### src/rtl/reorder_buffer_mc.sv
// reorder_buffer_mc: in-order reorder buffer with NUM_CPL completion ports, single-commit head and flush on exception.
// Optional ROB_PERF_CNT_EN adds commit and full-stall counters.
module reorder_buffer_mc #(
  parameter int ROB_SIZE = 10,
  parameter int NUM_CPL = 2,
  parameter int XLEN = 32,
  localparam int IDX_W = $clog2(ROB_SIZE)
) (
  input  logic                     clk,
  input  logic                     reset,
  input  logic                     in_allocate,
  input  logic [XLEN-1:0]          in_PC,
  input  logic [XLEN-1:0]          in_addr_miss,
  input  logic [4:0]               in_rd,
  input  logic [2:0]               in_instr_type,
  input  logic [NUM_CPL-1:0]       in_cpl_valid,
  input  logic [NUM_CPL*IDX_W-1:0] in_cpl_idx,
  input  logic [NUM_CPL*XLEN-1:0]  in_cpl_value,
  input  logic [NUM_CPL*3-1:0]     in_cpl_exception,
  input  logic                     in_stall,
  output logic                     out_ready,
  output logic [XLEN-1:0]          out_value,
  output logic [XLEN-1:0]          out_miss_addr,
  output logic [XLEN-1:0]          out_PC,
  output logic [4:0]               out_rd,
  output logic [2:0]               out_exception,
  output logic [2:0]               out_instr_type,
  output logic                     out_full,
  output logic                     out_empty,
  output logic [IDX_W-1:0]         out_alloc_idx,
  output logic [IDX_W:0]           out_count,
  output logic                     out_flush
`ifdef ROB_PERF_CNT_EN
  ,
  output logic [31:0]              out_commit_cnt,
  output logic [31:0]              out_full_stall_cnt
`endif
);
  logic             valid_q    [ROB_SIZE];
  logic             complete_q [ROB_SIZE];
  logic [XLEN-1:0]  pc_q       [ROB_SIZE];
  logic [XLEN-1:0]  addr_q     [ROB_SIZE];
  logic [XLEN-1:0]  value_q    [ROB_SIZE];
  logic [4:0]       rd_q       [ROB_SIZE];
  logic [2:0]       type_q     [ROB_SIZE];
  logic [2:0]       exc_q      [ROB_SIZE];
  logic [IDX_W-1:0] head_q, head_d, tail_q, tail_d;
  logic [IDX_W:0]   count_q, count_d;
  logic             flush_q;
  logic             alloc_fire, commit_fire, flush_fire;
  logic             cpl_hit [ROB_SIZE];
  logic [XLEN-1:0]  cpl_val [ROB_SIZE];
  logic [2:0]       cpl_exc [ROB_SIZE];

  assign out_ready      = valid_q[head_q] && complete_q[head_q];
  assign out_value      = value_q[head_q];
  assign out_miss_addr  = addr_q[head_q];
  assign out_PC         = pc_q[head_q];
  assign out_rd         = rd_q[head_q];
  assign out_exception  = exc_q[head_q];
  assign out_instr_type = type_q[head_q];
  assign out_full       = count_q == (IDX_W+1)'(ROB_SIZE);
  assign out_empty      = count_q == '0;
  assign out_alloc_idx  = tail_q;
  assign out_count      = count_q;
  assign out_flush      = flush_q;

  assign alloc_fire  = in_allocate && !out_full;
  assign commit_fire = out_ready && !in_stall;
  assign flush_fire  = commit_fire && out_exception != 3'b000;

  // Ports scanned high to low so the lowest-numbered hit is the one kept.
  always_comb begin
    for (int i = 0; i < ROB_SIZE; i++) begin
      cpl_hit[i] = 1'b0;
      cpl_val[i] = '0;
      cpl_exc[i] = '0;
      for (int p = NUM_CPL-1; p >= 0; p--)
        if (in_cpl_valid[p] && in_cpl_idx[p*IDX_W +: IDX_W] == IDX_W'(i)) begin
          cpl_hit[i] = 1'b1;
          cpl_val[i] = in_cpl_value[p*XLEN +: XLEN];
          cpl_exc[i] = in_cpl_exception[p*3 +: 3];
        end
    end
  end

  always_comb begin
    head_d  = !commit_fire ? head_q : head_q == IDX_W'(ROB_SIZE-1) ? '0 : head_q + 1'b1;
    tail_d  = !alloc_fire ? tail_q : tail_q == IDX_W'(ROB_SIZE-1) ? '0 : tail_q + 1'b1;
    count_d = count_q + (IDX_W+1)'(alloc_fire) - (IDX_W+1)'(commit_fire);
    if (flush_fire) begin
      head_d  = '0;
      tail_d  = '0;
      count_d = '0;
    end
  end

  always_ff @(posedge clk or negedge reset) begin
    if (!reset) begin
      head_q  <= '0;
      tail_q  <= '0;
      count_q <= '0;
      flush_q <= 1'b0;
      for (int i = 0; i < ROB_SIZE; i++) begin
        valid_q[i]    <= 1'b0;
        complete_q[i] <= 1'b0;
        pc_q[i]       <= '0;
        addr_q[i]     <= '0;
        value_q[i]    <= '0;
        rd_q[i]       <= '0;
        type_q[i]     <= '0;
        exc_q[i]      <= '0;
      end
    end else begin
      head_q  <= head_d;
      tail_q  <= tail_d;
      count_q <= count_d;
      flush_q <= flush_fire;
      if (flush_fire) begin
        for (int i = 0; i < ROB_SIZE; i++) begin
          valid_q[i]    <= 1'b0;
          complete_q[i] <= 1'b0;
        end
      end else begin
        for (int i = 0; i < ROB_SIZE; i++)
          if (cpl_hit[i] && valid_q[i]) begin
            complete_q[i] <= 1'b1;
            value_q[i]    <= cpl_val[i];
            exc_q[i]      <= cpl_exc[i];
          end
        if (alloc_fire) begin
          valid_q[tail_q]    <= 1'b1;
          complete_q[tail_q] <= 1'b0;
          pc_q[tail_q]       <= in_PC;
          addr_q[tail_q]     <= in_addr_miss;
          rd_q[tail_q]       <= in_rd;
          type_q[tail_q]     <= in_instr_type;
          value_q[tail_q]    <= '0;
          exc_q[tail_q]      <= '0;
        end
        if (commit_fire) begin
          valid_q[head_q]    <= 1'b0;
          complete_q[head_q] <= 1'b0;
        end
      end
    end
  end

`ifdef ROB_PERF_CNT_EN
  logic [31:0] commit_cnt_q, full_stall_cnt_q;
  assign out_commit_cnt     = commit_cnt_q;
  assign out_full_stall_cnt = full_stall_cnt_q;
  always_ff @(posedge clk or negedge reset) begin
    if (!reset) begin
      commit_cnt_q     <= '0;
      full_stall_cnt_q <= '0;
    end else begin
      commit_cnt_q     <= flush_fire ? '0 : commit_cnt_q + 32'(commit_fire);
      full_stall_cnt_q <= flush_fire ? '0 : full_stall_cnt_q + 32'(in_allocate && out_full);
    end
  end
`endif
endmodule

### config.mk
export PLATFORM = sky130hd
export DESIGN_NAME = reorder_buffer_mc
export DESIGN_NICKNAME = d
export VERILOG_FILES = /design/src/rtl/reorder_buffer_mc.sv
export SDC_FILE = /design/constraint.sdc
export NUM_CORES = 2
export LEC_CHECK = 0
export BUFFER_PORTS_ARGS = -buffer_cell sky130_fd_sc_hd__buf_2
export CAP_MARGIN = 0
export CORE_MARGIN = 2
export CORE_UTILIZATION = 38
export DETAILED_ROUTE_END_ITERATION = 16
export GPL_ROUTABILITY_DRIVEN = 0
export PLACE_DENSITY = 0.6
export SLEW_MARGIN = 5
export SYNTH_ARGS = -nofsm -noshare
export SYNTH_HDL_FRONTEND = slang
export SYNTH_SLANG_ARGS = --single-unit
### constraint.sdc
create_clock -name clk -period 6.2 [get_ports clk]
set_clock_uncertainty 0.1 [all_clocks]
set_input_delay 1.86 -clock clk [delete_from_list [all_inputs] [get_ports clk]]
set_output_delay 1.86 -clock clk [all_outputs]
set_load 0.02 [all_outputs]
==> run_results.csv <==
group,metric,value,unit
timing,worst_pin_slew,1.14,ns
clocking,cts_resized,0,
clocking,cts.path.max_buffers,3,
synth,synth_area,53000,µm²
critical_path,cp_slowest_stage_delay,0.91,ns
critical_path,cpLargestDelayFamily,"simple AND/OR/NAND/NOR gates",
floorplan,io_pins,276,
synth,synthesis.nets,3829,
pwr,p_comb_share,30.8,%
timing,hold_violations,0,
clocking,h-tree-depth,3,
floorplan,fp.dieW,377,µm
worst_hold_path,hold_class,"reg2reg",
grt,grt_start_max_net_pins,132,
pwr,share_seq_of_total_power,43.7,%
routing,antenna_left,0,
layout,final_nets,3963,
pwr,ir_worst_vdd,330,µV
place,io_buffers,275,
timing,maxSlewHeadroom,23.7,%
routing,vias_per_cell,5.86,
clocking,cts_hold_buf,0,
routing,route.detailed.drc,0,
timing,setup_viol,0,
pwr,p_leak,0.0249,µW
synth,synth_top_area_share,52.2,%
critical_path,cp-end-kind,"primary output",
critical_path,cp.arrival,3.63,ns
critical_path,crit_type,"reg2out",
floorplan,core_area,138000,µm²
pwr,p_per_area,473,nW/µm²
synth,ys_ff_latch,1104,
clocking,postCtsSetupBuffers,0,
clocking,cts-root-buf,"clkbuf_16",
timing,period_share,90.2,%
layout,postLayoutCellArea,60400,µm²
clocking,path_clk_slew,0.06,ns
synth,async_reset_ff_share,100,%
floorplan,die_area,142000,µm²
critical_path,cpMaxStageDelayCell,"dfrtp_4",
floorplan,fp.dieH,377,µm
critical_path,start_kind,"register",
timing,rsz0062_at_grt,"false",
clocking,clock_latency,0.75,ns
timing,min_period,5.59,ns
routing,wl,155,mm
timing,finalSetupTns,0,ns
synth,synthFlopType,"dfrtp_1",
synth,yosys-top-cells-area,"dfrtp_1 (52%), mux2_2 (14%), mux4_2 (9.1%)",
floorplan,fp-row-count,136,
pwr,clkPwrFrac,25.5,%
layout,syn_to_final_growth,14.1,%
routing,dr.pass1.iters,6,
synth,netlist_top_cells_count,"dfrtp_1 (1104), mux2_2 (642), mux2i_1 (459)",
critical_path,crit_chain,"nand2b_1 > nor2_4 > buf_12 > a22oi_1 > o21ai_0 > buf_2",
timing,fmax,179,MHz
synth,yosysMostFrequentCell,"dfrtp_1",
clocking,cts.sinks,1104,
synth,yosysUniqueCellTypes,54,
synth,ys_warn_count,0,
synth,yosysSeqAreaShare,52.2,%
critical_path,path_buf_inv,2,
synth,syn_area_per_cell,14.5,µm²
synth,synth_edf_count,0,
run_status,status,"finished clean",
grt,grt_usage,21.7,%
place,hpwl,86.6,mm
critical_path,worstPathRequired,4.24,ns
timing,slew_viol_final,0,
pwr,p_sw,8530,µW
clocking,numCtsBuffers,118,
routing,routedWlPerCell,27.3,µm
synth,netlist_instances,3665,
grt,antenna_found_initial,25,
floorplan,start_util,38.4,%
layout,layout-drive-gt1-share,39.1,%
synth,synth_top_cell_by_area,"dfrtp_1",
grt,grt_pass1_wl,234,mm
routing,vias,33400,
pwr,p_int,20100,µW
clocking,cts_tree,"done",
place,place_area,56400,µm²
routing,drtIter0Drc,2337,
pwr,switching_share,29.8,%
critical_path,cp_max_fo,35,
grt,grt_overflow,0,
grt,first_global_vias,34600,
run,maxCapViolCount,0,
[routing by layer]
| layer | vias to the layer above | share of wire (%) | GRT usage [%] | wire length (µm) |
|---|---|---|---|---|
| met5 | - | 0.14 | 0 | 218 |
| met4 | 34 | 2.3 | 5.34 | 3630 |
| met3 | 282 | 5.6 | 4.29 | 8630 |
| met2 | 908 | 47 | 34.5 | 73300 |
| met1 | 17900 | 45 | 30.6 | 69700 |
| li1 | 14300 | - | - | - |
[cell type report]
class / instances / area (µm²)
diodes: 7 / 17.5
clock buffers: 181 / 3520
clock inverters: 37 / 518
fillers: 12500 / 77400
inverters: 14 / 52.6
multi-input cells: 2197 / 24000
flip-flops and latches: 1104 / 27600
well taps: 1794 / 2240
repair buffers: 364 / 2430
[sequential cells by signal (all words and copies together) (netlist names)]
name and count:
rd_q 50, type_q 30, value_q 320, exc_q 30
head_q 4, out_alloc_idx 4, pc_q 320, addr_q 320
valid_q 10, out_flush 1, out_count 5, complete_q 10
[cell families after synthesis]
logic type,count (synthesis),synth area share [%]
buf+inv,364,3.04
mux,1401,33.8
compound gates,641,9.38
flops,1104,52.2
xor+xnor,6,0.0992
simple gates,141,1.36
fa+ha+maj,8,0.203
[cells in the final DEF, fill, tap and decap left out, types with 8 or more instances in the layout]
cell type / synthesis / routed
dfrtp_1: 1104 / 1100
mux2_2: 642 / 642
mux2i_1: 459 / 459
o2bb2ai_1: 350 / 350
buf_2: 62 / 274
mux4_2: 214 / 214
clkbuf_16: 0 / 118
o21ai_0: 114 / 114
a22oi_1: 105 / 105
mux2_4: 70 / 70
buf_4: 8 / 59
clkbuf_8: 0 / 33
clkbuf_1: 167 / 30
buf_12: 7 / 30
nor2_1: 36 / 29
nand2_1: 22 / 22
clkinv_2: 0 / 18
mux2_1: 16 / 16
nor3_1: 20 / 15
inv_1: 13 / 13
nand2b_1: 12 / 12
nand3_1: 12 / 11
o21a_1: 10 / 10
a21oi_4: 1 / 10
a21oi_1: 9 / 9
o22ai_4: 0 / 9
o211ai_1: 9 / 9
o22a_1: 8 / 8
[through the flow]
| step | setup WS (ns) | total power [µW] | util, % | instances | hold WS [ns] |
|---|---|---|---|---|---|
| 3_3_place_gp | 1.28 | 21200 | 40.9 | 5473 | 0.362 |
| 4_1_cts | 0.483 | 28900 | 43.8 | 5691 | 0.384 |
| 2_1_floorplan | 1.67 | 18900 | - | 3665 | 0.351 |
| 6_report | 0.607 | 28600 | 43.9 | 5698 | 0.378 |
| 5_1_grt | 0.388 | 30200 | 43.8 | 5692 | 0.393 |
| 3_5_place_dp | 1.30 | 21500 | 40.9 | 5473 | 0.368 |
[power by group through the flow]
stage          sequential, µW  clock (µW)  combinational (µW)
2_1_floorplan           11900           0                7060
3_3_place_gp            12500           0                8720
3_5_place_dp            12600           0                8930
4_1_cts                 12500        7470                8940
5_1_grt                 12900        7760                9490
6_report                12500        7300                8800
[worst paths after layout]
| kind | start | endpoint | slack (ns) | cells past startpoint |
|---|---|---|---|---|
| worst max-delay path | head_q[0] | out_miss_addr[16] | 0.61 | 6 |
| worst min-delay path | addr_q[89] | addr_q[89] | 0.38 | 1 |
| worst max register to register | head_q[0] | pc_q[113] | 1.37 | 9 |
| worst min register to register | addr_q[89] | addr_q[89] | 0.38 | 1 |
| max in group asynchronous | reset | addr_q[3] | 3.57 | 2 |
| min in group asynchronous | reset | value_q[302] | 1.10 | 1 |
Power figures use the tool's default switching activity.
